### src/rtl/cas_byte_feeder.sv
// Cassette byte feeder: sends a fixed leader, then streams the tape image from
// memory into the square-wave generator through a one-byte prefetch buffer.
module cas_byte_feeder #(
  parameter int unsigned ADDR_W      = 24,
  parameter logic [15:0] LEADER_LEN  = 16'd160,
  parameter logic [7:0]  LEADER_BYTE = 8'h55,
  parameter int unsigned GUARD       = 2
) (
  input  logic              clk,
  input  logic              reset,
  input  logic              play,
  input  logic              rewind,
  input  logic [ADDR_W-1:0] file_size,
  output logic [ADDR_W-1:0] mem_addr,
  output logic              mem_rd,
  input  logic [7:0]        mem_din,
  input  logic              mem_ack,
  output logic              sg_start,
  output logic [7:0]        sg_byte,
  output logic              sg_extend,
  input  logic              sg_done,
  output logic              busy,
  output logic              eof,
  output logic [ADDR_W-1:0] pos
);

  localparam int unsigned GW = (GUARD < 1) ? 1 : $clog2(GUARD + 1);

  typedef enum logic [2:0] {
    S_IDLE,
    S_LEADER,
    S_STREAM,
    S_PAUSE,
    S_EOF
  } state_t;

  state_t            state_q, state_d;
  state_t            resume_q, resume_d;
  logic [ADDR_W-1:0] size_q, size_d;
  logic [ADDR_W-1:0] addr_q, addr_d;
  logic [ADDR_W-1:0] pos_q, pos_d;
  logic              rd_q, rd_d;
  logic [7:0]        buf_q, buf_d;
  logic              buf_vld_q, buf_vld_d;
  logic [15:0]       lead_cnt_q, lead_cnt_d;
  logic              inflight_q, inflight_d;
  logic [GW-1:0]     guard_q, guard_d;
  logic              start_q, start_d;
  logic [7:0]        byte_q, byte_d;
  logic              ext_q, ext_d;
  logic              rew_pend_q, rew_pend_d;

  logic gen_idle, ack_ok, rew_now, sending, avail, issue, fetching;

  always_ff @(posedge clk or posedge reset) begin
    if (reset) begin
      state_q    <= S_IDLE;
      resume_q   <= S_LEADER;
      size_q     <= '0;
      addr_q     <= '0;
      pos_q      <= '0;
      rd_q       <= 1'b0;
      buf_q      <= '0;
      buf_vld_q  <= 1'b0;
      lead_cnt_q <= LEADER_LEN;
      inflight_q <= 1'b0;
      guard_q    <= '0;
      start_q    <= 1'b0;
      byte_q     <= 8'h00;
      ext_q      <= 1'b0;
      rew_pend_q <= 1'b0;
    end else begin
      state_q    <= state_d;
      resume_q   <= resume_d;
      size_q     <= size_d;
      addr_q     <= addr_d;
      pos_q      <= pos_d;
      rd_q       <= rd_d;
      buf_q      <= buf_d;
      buf_vld_q  <= buf_vld_d;
      lead_cnt_q <= lead_cnt_d;
      inflight_q <= inflight_d;
      guard_q    <= guard_d;
      start_q    <= start_d;
      byte_q     <= byte_d;
      ext_q      <= ext_d;
      rew_pend_q <= rew_pend_d;
    end
  end

  always_comb begin
    state_d    = state_q;
    resume_d   = resume_q;
    size_d     = size_q;
    addr_d     = addr_q;
    pos_d      = pos_q;
    buf_d      = buf_q;
    buf_vld_d  = buf_vld_q;
    lead_cnt_d = lead_cnt_q;
    inflight_d = inflight_q;
    guard_d    = (guard_q != '0) ? guard_q - GW'(1) : guard_q;
    start_d    = 1'b0;
    byte_d     = byte_q;
    ext_d      = ext_q;

    ack_ok   = mem_ack && rd_q;
    gen_idle = !inflight_q || ((guard_q == '0) && sg_done);
    // A rewind seen while a read is outstanding waits for that read's ack.
    rew_now    = (rewind || rew_pend_q) && (!rd_q || mem_ack);
    rew_pend_d = (rewind || rew_pend_q) && rd_q && !mem_ack;

    if (inflight_q && (guard_q == '0) && sg_done)
      inflight_d = 1'b0;

    if (ack_ok) begin
      buf_d     = mem_din;
      buf_vld_d = 1'b1;
      addr_d    = addr_q + ADDR_W'(1);
    end

    sending = ((state_q == S_LEADER) || (state_q == S_STREAM)) && play && !rewind && !rew_pend_q;
    avail   = (state_q == S_LEADER) ? (lead_cnt_q != '0) : buf_vld_q;
    issue   = sending && avail && gen_idle;

    if (issue) begin
      start_d    = 1'b1;
      inflight_d = 1'b1;
      guard_d    = GW'(GUARD);
      if (state_q == S_LEADER) begin
        byte_d     = LEADER_BYTE;
        ext_d      = 1'b0;
        lead_cnt_d = lead_cnt_q - 16'd1;
      end else begin
        byte_d    = buf_q;
        ext_d     = 1'b1;
        buf_vld_d = 1'b0;
        pos_d     = pos_q + ADDR_W'(1);
      end
    end

    case (state_q)
      S_IDLE: begin
        if (play) begin
          size_d = file_size;
          if (file_size == '0)
            state_d = S_EOF;
          else
            state_d = (LEADER_LEN == 16'd0) ? S_STREAM : S_LEADER;
        end
      end
      S_LEADER: begin
        if (!play) begin
          state_d  = S_PAUSE;
          resume_d = S_LEADER;
        end else if (issue && (lead_cnt_d == 16'd0)) begin
          state_d = S_STREAM;
        end
      end
      S_STREAM: begin
        if ((pos_q == size_q) && gen_idle) begin
          state_d = S_EOF;
        end else if (!play) begin
          state_d  = S_PAUSE;
          resume_d = S_STREAM;
        end
      end
      S_PAUSE: begin
        if (play)
          state_d = resume_q;
      end
      S_EOF: begin
      end
      default: state_d = S_IDLE;
    endcase

    // Rewind discards any just-acked data; the in-flight byte is left to finish.
    if (rew_now) begin
      state_d    = S_IDLE;
      addr_d     = '0;
      pos_d      = '0;
      buf_vld_d  = 1'b0;
      lead_cnt_d = LEADER_LEN;
    end

    fetching = (state_d == S_LEADER) || (state_d == S_STREAM) || (state_d == S_PAUSE);
    rd_d     = (rd_q && !mem_ack) ||
               (!rew_now && fetching && !buf_vld_d && (addr_d < size_d));
  end

  assign mem_addr  = addr_q;
  assign mem_rd    = rd_q;
  assign sg_start  = start_q;
  assign sg_byte   = byte_q;
  assign sg_extend = ext_q;
  assign pos       = pos_q;
  assign eof       = (state_q == S_EOF);
  assign busy      = (state_q == S_LEADER) || (state_q == S_STREAM) || (state_q == S_PAUSE) ||
                     (inflight_q && (state_q != S_EOF));

endmodule

### config.mk
export PLATFORM = sky130hd
export DESIGN_NAME = cas_byte_feeder
export DESIGN_NICKNAME = d
export VERILOG_FILES = /design/src/rtl/cas_byte_feeder.sv
export SDC_FILE = /design/constraint.sdc
export NUM_CORES = 1
export LEC_CHECK = 0
export ABC_CLOCK_PERIOD_IN_PS = 5000
export BUFFER_PORTS_ARGS = -buffer_cell sky130_fd_sc_hd__buf_2
export CAP_MARGIN = 20
export CORE_MARGIN = 2
export CORE_UTILIZATION = 45
export DETAILED_ROUTE_END_ITERATION = 16
export HOLD_SLACK_MARGIN = 0.03
export PLACE_DENSITY = 0.65
export SLEW_MARGIN = 20
export SYNTH_ARGS = -nofsm -noshare
export SYNTH_HDL_FRONTEND = slang
export SYNTH_SLANG_ARGS = --single-unit
### constraint.sdc
create_clock -name clk -period 5 [get_ports clk]
set_clock_uncertainty 0.05 [all_clocks]
set_input_delay 1 -clock clk [delete_from_list [all_inputs] [get_ports clk]]
set_output_delay 1 -clock clk [all_outputs]
set_load 0.01 [all_outputs]
[Yosys cells after proc, flatten, opt, wreduce, memory -nomap -nowiden]
Cells that the tools add are included.
Operators by class
  $add $sub $neg: 4
  order comparisons: 1
  eq/ne operators: 13
  mux-type cells: 35
  reductions and logical operators: 47
Operator list (number)
  $mux W24: 7
  $add A24 B1 Y24 const B: 2
  $mux W16: 3
  $mux W3: 11
  $eq A24 B24 Y1: 1
  $logic_not A24 Y1: 1
  $lt A24 B24 Y1: 1
  $logic_and A1 B1 Y1: 19
  $logic_not A16 Y1: 1
  $reduce_bool A16 Y1: 1
  $sub A16 B1 Y16 const B: 1
  $pmux W3 S5: 1
  $eq A3 B2 Y1 const B: 4
  $reduce_bool A2 Y1: 5
  $logic_or A1 B1 Y1: 9
  $mux W1: 9
  $mux W8: 1
  $ne A2 B2 Y1 const B: 4
  $logic_not A1 Y1: 7
  $eq A3 B1 Y1 const B: 2
  $pmux W3 S2: 1
  $mux W2: 2
  $reduce_and A4 Y1: 1
  $eq A3 B3 Y1 const B: 1
  5 further kinds: 5
Storage, ports and cells
  flip-flop bits (word level): 118
  input port bits: 38
  output and inout port bits: 61
  word-level logic and storage cells: 115

[Logic depth before layout (Yosys ltp)]
Gate-level depths: netlist (run 1).
  depth after elaboration: 21
  gate-level depth with buffers: 16
  depth with buffers taken out: 15

[Worst setup path after synthesis (run 1)]
OpenSTA, ideal clock, no wires.
  path kind: input to register
  from: input port play
  to: register rd_q (netlist: mem_rd)
  setup time: 95 ps
  arrival: 3898 ps
  required time: 4855 ps
  path slack: 956 ps
  cell stages on the path: 13
  buffers on the path: 3
  cells stage by stage: clkbuf_1 > nor2b_1 > nor3b_1 > buf_2 > buf_1 > mux2i_1 > ha_1 > nand4_1 > nor2_1 > a2111oi_0 > nand2_1 > or3_1 > o31ai_1
On the way
  longest elaborated chain between the ends: 19
  elaborated cells on any way between the ends: 31
  classes of those cells: order compare (1); eq/ne (3); mux (13); reduce/logical (14)
Ends and longest elaborated chain
  start: declaration: line 11  | input logic play,
  $logic_and A1 B1 Y1 (3 in a row): line 121  | sending = ((state_q == S_LEADER) || (state_q == S_STREAM)) && play && !rewind && !rew_pend_q;
  $logic_and A1 B1 Y1 (2 in a row): line 123  | issue = sending && avail && gen_idle;
  $mux W16: line 125  | if (issue) begin
  $logic_not A16 Y1: line 155  | end else if (issue && (lead_cnt_d == 16'd0)) begin
  $logic_and A1 B1 Y1: line 155
  $mux W3: line 155
  $mux W3: line 152  | if (!play) begin
  $pmux W3 S5: line 141  | case (state_q)
  $mux W3: line 177  | if (rew_now) begin
  $eq A3 B1 Y1 or $eq A3 B2 Y1 (tied branches): line 185  | fetching = (state_d == S_LEADER) || (state_d == S_STREAM) || (state_d == S_PAUSE);
  $logic_or A1 B1 Y1 (2 in a row): line 185
  $logic_and A1 B1 Y1 (2 in a row): line 187  | (!rew_now && fetching && !buf_vld_d && (addr_d < size_d));
  $logic_and A1 B1 Y1 *: line 187
  $logic_or A1 B1 Y1 *: line 186  | rd_d = (rd_q && !mem_ack) ||
  net rd_d: line 42  | logic rd_q, rd_d;
  end signal: assignment: line 78  | rd_q <= rd_d;
  end: declaration: line 42
Mark *: on every way through the listed nets, which the timed path passes. The rest lies on a longest branch.
A chain may end at the register's enable or synchronous reset.

[Final worst setup path (run 1)]
  from: input port mem_ack
  to: register rd_q (netlist: mem_rd)
On the way
  elaborated cells on any way between the ends: 24
  classes of those cells: order compare (1); eq/ne (3); mux (7); reduce/logical (13)
RTL lines
  start: declaration: line 17  | input logic mem_ack,
  $logic_and A1 B1 Y1 or $logic_or A1 B1 Y1 (tied branches): line 106, 109
  $mux W24 or $logic_and A1 B1 Y1 (tied branches): line 115, 109
  $mux W24 *: line 177
  net addr_d[20]: line 40  | logic [ADDR_W-1:0] addr_q, addr_d;
  $lt A24 B24 Y1 *: line 187
  $logic_and A1 B1 Y1 *: line 187
  $logic_or A1 B1 Y1 *: line 186
  net rd_d: line 42
Marked as above.

==> impl_metrics.tcl, run 1 <==
set metrics [dict create \
    insertion_delay_ns 0.42 \
    clock_sinks 117 \
    final_common_cell "dfrtp_1" \
    cts.clk_slew.worst_paths_ns 0.05 \
    pwr-share-seq 0.377 \
    num_vias 5400 \
    peakVddDrop_mv 0.227 \
    yosys_warnings 0 \
    grt_remaining_overflow 0 \
    n_fill_cell 1274 \
    portBuffers 98 \
    die_y_microns 124 \
    cp-start-kind "primary input" \
    grt_max_degree 90 \
    rsz0062_at_grt "false" \
    worst_pin_slew_ns 0.824 \
    clock.fmax_ghz 0.252 \
    cts_resized 0 \
    sw_frac_of_total 0.336 \
    area_growth_pct 19.3 \
    yosys.area.top_type "dfrtp_1" \
    multiInputGateArea_sq_mm 0.00334 \
    final_cell_mix "dfrtp_1 (114), buf_2 (98), nor2_1 (74)" \
    worstPathRequired_ns 5.26 \
    netlist_area_sq_mm 0.00652 \
    wl_microns 17100 \
    pwr-share-comb 0.264 \
    io_pins 99 \
    detail_route.iter0.violations 364 \
    finalHoldViolations 0 \
    antenna_found_initial 0 \
    synth_area_per_cell_sq_um 9.56 \
    post-route-period-util 0.792 \
    grt_pass1_vias 5350 \
    dpl.hpwl_microns 12700 \
    postCtsSetupBuffers 0 \
    nNetsFinal 838 \
    cts_root_buf "clkbuf_16" \
    seq_area_sq_mm 0.00293 \
    cp_data_arrival_time_ns 4.22 \
    fin_tns_setup_ns 0 \
    slew_headroom 0.451 \
    worstSetupEndpointType "register" \
    slew_viol_final 0 \
    drive_gt1_frac 0.196 \
    power_switching_w 0.00120 \
    wire_per_inst_microns 17.7 \
    synth-seq-cells 117 \
    rows 43 \
    gp_congestion 0.897 \
    synth-edff-count 0 \
    grt_pass1_wl_microns 27700 \
    ys_types 61 \
    netlist_instances 682 \
    p_clk_frac 0.360 \
    synth_nets 747 \
    async_flop_share 1.00 \
    synth_top_area_share 0.437 \
    p_int_w 0.00237 \
    power.density_mw_per_mm2 459 \
    cts_tree "built" \
    die_x_microns 124 \
    placed_cells 934 \
    dr.pass1.iters 5 \
    drv_cap 0 \
    initial_core_util 0.464 \
    setup_viol 0 \
    postRouteAntennaNets 0 \
    critPathKind "primary input to register" \
    cts-htree-levels 4 \
    min_period_ns 3.96 \
    fin_cells 966 \
    crit_fanout 14 \
    diodes 0 \
    seq_area_frac_synth 0.449 \
    die_area_sq_mm 0.0155 \
    grt_usage 0.225 \
    p_leak_nw 3.73 \
    hold_class "register to register" \
    cts_buffer_depth 2 \
    drc 0 \
    ys.flop_type "dfrtp_1" \
    cts_buffers 17 \
    status "completed" \
    vias_per_cell 5.59 \
    synthTopCellsByArea "dfrtp_1 (44%), xor2_1 (6.4%), ha_1 (5.2%)" \
    coreArea_sq_mm 0.0140 \
    ctsHoldBuffers 0 \
    total_power_w 0.00357 \
]
-- power groups by stage --
stage / Combinational, W / Clock (W) / Sequential (W)
after floorplan: 0.000694 / 0 / 0.00129
after global placement: 0.000913 / 0 / 0.00135
after detailed placement: 0.000937 / 0 / 0.00136
after CTS: 0.000945 / 0.00131 / 0.00134
after global routing: 0.00105 / 0.00136 / 0.00137
final: 0.000941 / 0.00128 / 0.00135
-- worst max-delay path, stage by stage --
cell	delay [ns]
buf_2	0.11
and2_1	0.52
nand3_1	0.36
nor3b_1	0.38
xnor2_1	0.16
nor2_1	0.09
ha_1	0.33
nand4_1	0.10
nor2_1	0.06
a2111oi_0	0.38
nand2_1	0.08
or3_1	0.39
o31ai_1	0.26
-- final timing paths --
kind | startpoint | to | slack [ns] | depth (start not counted)
worst min-delay path | buf_q[0]$_DFFE_PP0P_ | buf_q[0]$_DFFE_PP0P_ | 0.43 | 2
worst max-delay path | mem_ack | mem_rd$_DFF_PP0_ | 1.04 | 13
worst max register to register | mem_rd$_DFF_PP0_ | mem_rd$_DFF_PP0_ | 1.21 | 12
min in group asynchronous | reset | pos[22]$_DFFE_PP0P_ | 0.68 | 2
max in group asynchronous | reset | lead_cnt_q[7]$_DFF_PP1_ | 3.30 | 3
worst min register to register | buf_q[0]$_DFFE_PP0P_ | buf_q[0]$_DFFE_PP0P_ | 0.43 | 2
-- routing by layer --
layer,global-route usage,routed length [microns],vias up
met2,0.361,8330,149
met1,0.298,7550,2661
met3,0.0550,971,22
met5,0,0,-
met4,0.0800,264,0
li1,-,-,2568
-- sequential cells by signal, summed over array words and instances, names as in the netlist --
signal      count
buf_q           8
buf_vld_q       1
guard_q         2
inflight_q      1
lead_cnt_q     16
mem_addr       24
mem_rd          1
pos            24
resume_q        2
rew_pend_q      1
sg_byte         8
sg_extend       1
sg_start        1
size_q         24
state_q         3
-- area by class of cell --
cell class                 count  area share
clock buffer                  19      0.0569
clock inverter                13      0.0231
inverter                      37      0.0185
multi-input combinational    498       0.429
sequential                   117       0.377
tap                          180      0.0289
timing repair buffer         102      0.0669
-- metrics by stage --
stage | util | area, sq um | hold WS (ns) | worst slack [ns]
global placement | 0.509 | 7150 | 0.409 | 0.857
detailed placement | 0.509 | 7150 | 0.418 | 0.653
floorplan | - | 6520 | 0.396 | 0.854
finish | 0.554 | 7780 | 0.431 | 1.04
CTS | 0.554 | 7770 | 0.432 | 1.05
global route | 0.554 | 7780 | 0.447 | 0.763
-- cell usage after synthesis, drive strengths merged (5+ instances only) --
cell    count
a211oi      7
a21o        5
a21oi      20
and2        7
and3       10
and4        9
buf         9
clkbuf     21
dfrtp     114
ha         27
inv        37
mux2i      25
nand2      68
nand3      23
nand4      17
nor2       75
nor2b      10
nor3       18
nor3b       7
nor4       19
o21ai      19
o31ai       5
or3         6
xnor2      31
xor2       48
-- logic make-up after synthesis --
group           synth area share
flops                      0.449
buf+inv                   0.0414
mux                       0.0401
fa+ha+maj                 0.0518
simple gates               0.227
compound gates            0.0838
xor+xnor                   0.106
Note: power is estimated with default switching activity, not from simulation.
==> run 2: changes to the inputs <==
- ABC_AREA: default -> 1
- ABC_CLOCK_PERIOD_IN_PS: 5000 -> 3200
- PLACE_DENSITY: 0.65 -> 0.68
- clock period: 5 -> 3.2 ns (I/O delays scaled with it)
==> impl_metrics.tcl, run 2 <==
set metrics [dict create \
    status "complete, but fails checks" \
    violations "setup timing" \
    synth_top_area_share 0.413 \
    grt_remaining_overflow 0 \
    clock_sinks 117 \
    p_leak_nw 4.43 \
    die_y_microns 128 \
    crit_fanout 4 \
    coreArea_sq_mm 0.0151 \
    pre_cts_ws_ns -0.779 \
    wire_per_inst_microns 14.7 \
    netlist_area_sq_mm 0.00690 \
    peakVddDrop_mv 0.458 \
    setup_viol 1 \
    portBuffers 98 \
    vias_per_cell 5.12 \
    antenna_found_initial 0 \
    rows 45 \
    seq_area_frac_synth 0.425 \
    setup_ws_ns -0.352 \
    met2WireLength_microns 8480 \
    critPathKind "register to register" \
    postRouteAntennaNets 0 \
    netlist_instances 892 \
    area_growth_pct 26.1 \
    ctsHoldBuffers 0 \
    cts_buffers 17 \
    synth-seq-cells 117 \
    wl_microns 18300 \
    worst_pin_slew_ns 0.634 \
    pwr-share-comb 0.320 \
    grt_usage 0.234 \
    r2r_slack_ns -0.35 \
    cts_root_buf "clkbuf_16" \
    fin_tns_setup_ns -0.352 \
    cts_tree "built" \
    synth_area_per_cell_sq_um 7.74 \
    cts_buffer_depth 2 \
    insertion_delay_ns 0.41 \
    final_common_cell "nand2_1" \
    post-route-period-util 1.11 \
    wl_met3_microns 937 \
    p_clk_frac 0.341 \
    grt_pass1_wl_microns 30100 \
    power_switching_w 0.00202 \
    synth-edff-count 0 \
    p_int_w 0.00393 \
    cp-start-kind "register" \
    diodes 0 \
    dr.pass1.iters 5 \
    die_x_microns 128 \
    gp_congestion 0.918 \
    ys_types 48 \
    dpl.hpwl_microns 13600 \
    synthTopCellsByArea "dfrtp_1 (41%), nand2_1 (10%), inv_1 (6.9%)" \
    min_period_ns 3.55 \
    power.density_mw_per_mm2 684 \
    highest_layer "met4" \
    drv_cap 0 \
    drive_gt1_frac 0.244 \
    num_vias 6388 \
    clock.fmax_ghz 0.282 \
    detail_route.iter0.violations 399 \
    hold_class "primary input to asynchronous set/reset pin" \
    synth_common_cells "nand2_1 (192), inv_1 (126), dfrtp_1 (114)" \
    pwr-share-seq 0.339 \
    worstPathRequired_ns 3.50 \
    synth_most_common_cell "nand2_1" \
    yosys.area.top_type "dfrtp_1" \
    wl_met1_microns 8400 \
    final_cell_mix "nand2_1 (190), inv_1 (125), dfrtp_1 (114)" \
    synth_nets 957 \
    die_area_sq_mm 0.0163 \
    cp_data_arrival_time_ns 3.86 \
    initial_core_util 0.457 \
    cts-htree-levels 4 \
    drc 0 \
    sw_frac_of_total 0.339 \
    ys.flop_type "dfrtp_1" \
    grt_pass1_vias 6253 \
    async_flop_share 1.00 \
    cts.clk_slew.worst_paths_ns 0.06 \
    slew_headroom 0.577 \
    yosys_warnings 0 \
    slew_viol_final 0 \
    finalHoldViolations 0 \
    grt_max_degree 50 \
    io_pins 99 \
    nNetsFinal 1113 \
    worstSetupEndpointType "register" \
    rsz0062_at_grt "true" \
]
-- run 2: path summary, 6_finish.rpt --
kind,startpoint,end,depth (start not counted)
worst max-delay path,mem_rd$_DFF_PP0_,mem_rd$_DFF_PP0_,26
worst min-delay path,reset,sg_byte[5]$_DFFE_PP0N_,2
worst max register to register,mem_rd$_DFF_PP0_,mem_rd$_DFF_PP0_,26
worst min register to register,buf_q[0]$_DFFE_PP0P_,buf_q[0]$_DFFE_PP0P_,2
max in group asynchronous,reset,lead_cnt_q[5]$_DFF_PP1_,3
min in group clk,mem_din[5],buf_q[5]$_DFFE_PP0P_,3
-- run 2: cell type report --
type / instances / area [sq um]
Clock buffer: 21 / 440
Inverter: 136 / 517
Fill cell: 1377 / 6390
Clock inverter: 10 / 180
Sequential cell: 117 / 2930
Timing Repair Buffer: 156 / 963
Multi-Input combinational cell: 620 / 3430
Tap cell: 188 / 235
-- run 2: metrics by stage --
stage	total power (W)	std cells	hold WS, ns	util	cell area (sq um)
final	0.00595	1248	0.263	0.577	8700
after global routing	0.00634	1248	0.307	0.577	8700
after CTS	0.00597	1247	0.274	0.573	8650
after detailed placement	0.00392	1210	0.416	0.527	7950
after global placement	0.00387	1210	0.410	0.527	7950
after floorplan	0.00334	892	0.398	-	6900
-- run 2: what timing repair did --
| item | in CTS | in global routing |
|---|---|---|
| cloned | 0 | 0 |
| pin swaps | 6 | 11 |
| gates resized for setup | 8 | 11 |
| endpoints found under the setup margin | 1 | 1 |
| endpoints found under the hold margin | 0 | 0 |
| setup buffers | 6 | 1 |
-- run 2: power groups by stage --
stage | sequential, W | combinational, W | clock [W]
after CTS | 0.00201 | 0.00191 | 0.00205
after global routing | 0.00205 | 0.00218 | 0.00211
after detailed placement | 0.00203 | 0.00189 | 0
after global placement | 0.00202 | 0.00185 | 0
final | 0.00202 | 0.00191 | 0.00203
after floorplan | 0.00203 | 0.00131 | 0
-- run 2: per-layer routing --
metal / GRT usage / vias to the layer above
li1: - / 3230
met2: 0.382 / 168
met4: 0.0995 / 0
met5: 0 / -
met1: 0.301 / 2958
met3: 0.0534 / 32
-- run 2: critical path, stage by stage, from the launching register on --
cell and delay, ns:
dfrtp_1 0.39, nand2_4 0.09, nor2_4 0.14, nand3_4 0.10, nor2_4 0.09, nand2_2 0.09
nor2_4 0.12, nand2_2 0.06, nor3_2 0.17, nand3_1 0.14, nor2_2 0.14, nand2_1 0.08
nor2_2 0.14, nand3_2 0.11, o21ai_2 0.17, a21oi_2 0.06, ha_1 0.33, a21oi_2 0.14
nor2_1 0.05, a211oi_2 0.14, o221ai_1 0.11, or2_1 0.21, inv_1 0.07, nand3_2 0.07
a21oi_2 0.12, nand2_1 0.06, nand2_1 0.05
-- run 2: cell families (layout without fill, tap and decap cells) --
family,Yosys count,after routing,synth area share
AO/OA/AOI/OAI,145,145,0.118
buffers and inverters,155,323,0.0894
AND/OR/NAND/NOR,425,425,0.290
XOR/XNOR,23,23,0.0292
flip-flops,117,117,0.425
adder cells (fa/ha/maj),27,27,0.0490
==> run 3: changes to the inputs <==
- ABC_CLOCK_PERIOD_IN_PS: 3200 -> default
- CORE_ASPECT_RATIO: default -> 1.4
==> impl_metrics.tcl, run 3 (synthesis gave the netlist of run 2 again) <==
set metrics [dict create \
    status "complete, but fails checks" \
    slew_headroom 0.582 \
    setup_viol 1 \
    insertion_delay_ns 0.42 \
    cts_buffer_depth 2 \
    initial_core_util 0.460 \
    io_pins 99 \
    dpl.hpwl_microns 13600 \
    portBuffers 98 \
    grt_usage 0.239 \
    rows 53 \
    pwr-share-seq 0.354 \
    grt_pass1_wl_microns 29800 \
    setup_ws_ns -0.257 \
    cts_buffers 17 \
    pwr-share-comb 0.332 \
    crit_family "simple AND/OR/NAND/NOR gates" \
    worstSetupEndpointType "register" \
    p_leak_nw 4.36 \
    sw_frac_of_total 0.367 \
    worst_pin_slew_ns 0.627 \
    p_clk_frac 0.315 \
    drc 0 \
    cts_root_buf "clkbuf_16" \
    final_cell_mix "nand2_1 (191), inv_1 (125), dfrtp_1 (114)" \
    hold_class "primary input to asynchronous set/reset pin" \
    crit_top_cell "nand2_1" \
    power.density_mw_per_mm2 666 \
    crit_fanout 4 \
    die_x_microns 109 \
    power_switching_w 0.00209 \
    finalHoldViolations 0 \
    final_common_cell "nand2_1" \
    coreArea_sq_mm 0.0150 \
    drive_gt1_frac 0.242 \
    cts.clk_slew.worst_paths_ns 0.06 \
    cp_data_arrival_time_ns 3.76 \
    postRouteAntennaNets 0 \
    antenna_found_initial 0 \
    area_growth_pct 24.2 \
    wl_microns 18300 \
    die_area_sq_mm 0.0164 \
    drv_cap 0 \
    post-route-period-util 1.08 \
    grt_remaining_overflow 0 \
    cp-start-kind "register" \
    critPathKind "register to register" \
    clock.fmax_ghz 0.289 \
    rr_startpoint "mem_rd$_DFF_PP0_" \
    r2r_slack_ns -0.26 \
    ff2ff_path_depth 26 \
    min_period_ns 3.46 \
    nNetsFinal 1107 \
    num_vias 6373 \
    cts-htree-levels 4 \
    grt_pass1_vias 6264 \
    cts_tree "built" \
    grt_max_degree 118 \
    dr.pass1.iters 5 \
    detail_route.iter0.violations 350 \
    vias_per_cell 5.11 \
    max_stage_delay_ns 0.38 \
    clock_sinks 117 \
    slew_viol_final 0 \
    worst-path-buf-inv 1 \
    worstPathRequired_ns 3.51 \
    p_int_w 0.00361 \
    rr_endpoint "mem_rd$_DFF_PP0_" \
    total_power_w 0.00571 \
    final_util 0.572 \
    crit_slowest_cell "dfrtp_1" \
    gp_congestion 0.892 \
    violations "setup timing" \
    rsz0062_at_grt "true" \
    die_y_microns 151 \
    peakVddDrop_mv 0.331 \
    wire_per_inst_microns 14.7 \
    diodes 0 \
]
run 3: area by class of cell:
| class | instances | area, sq um |
|---|---|---|
| clock buffer | 18 | 429 |
| clock inverter | 14 | 129 |
| fill | 1419 | 6420 |
| inverter | 136 | 517 |
| multi-input combinational | 620 | 3410 |
| sequential | 117 | 2930 |
| tap | 192 | 240 |
| timing repair buffer | 150 | 906 |
run 3: power groups by stage:
| stage | clock network, W | logic (W) | registers, W |
|---|---|---|---|
| after floorplan | 0 | 0.00131 | 0.00203 |
| after global placement | 0 | 0.00184 | 0.00203 |
| after detailed placement | 0 | 0.00188 | 0.00204 |
| after CTS | 0.00183 | 0.00190 | 0.00202 |
| after global routing | 0.00190 | 0.00214 | 0.00206 |
| final | 0.00180 | 0.00189 | 0.00202 |
run 3: how the worst max path moves through the flow:
stage | from | endpoint | slack [ns] | cells after the start
after floorplan | mem_ack | mem_rd$_DFF_PP0_ | -0.29 | 26
after global placement | mem_ack | mem_rd$_DFF_PP0_ | -0.68 | 27
after detailed placement | mem_ack | mem_rd$_DFF_PP0_ | -0.81 | 27
after CTS | mem_rd$_DFF_PP0_ | mem_rd$_DFF_PP0_ | -0.25 | 25
after global routing | mem_rd$_DFF_PP0_ | mem_rd$_DFF_PP0_ | -0.50 | 26
final | mem_rd$_DFF_PP0_ | mem_rd$_DFF_PP0_ | -0.26 | 26
run 3: worst reg2reg max path, delay by kind of cell, from the launching register on:
kind	cells	cell delay, ns
buffers and inverters	1	0.05
AOI/OAI and AO/OA	6	0.77
DFF	1	0.38
adders and majority gates	1	0.30
and+or+nand+nor	18	1.85
run 3: repair_timing:
action                     in CTS  in global routing
hold endpoints to repair        0                  0
setup buffers                   1                  1
pin swaps                       1                  2
setup endpoints to repair       1                  1
gates resized for setup         8                  6
hold buffers                    0                  0
run 3: through the flow:
| step | setup TNS [ns] | cells | worst slack [ns] | instance area (sq um) | hold slack, ns |
|---|---|---|---|---|---|
| after floorplan | -0.287 | 892 | -0.287 | 6900 | 0.398 |
| after global placement | -0.684 | 1213 | -0.684 | 7940 | 0.415 |
| after detailed placement | -0.808 | 1213 | -0.808 | 7940 | 0.421 |
| after CTS | -0.250 | 1246 | -0.250 | 8540 | 0.349 |
| after global routing | -0.503 | 1247 | -0.503 | 8570 | 0.371 |
| final | -0.257 | 1247 | -0.257 | 8570 | 0.347 |
run 3: layer usage:
layer	track usage	vias up	wire, microns
met5	0	-	0
met4	0.109	0	602
met3	0.0563	35	830
met2	0.427	152	9530
met1	0.267	2972	7350
li1	-	3214	-
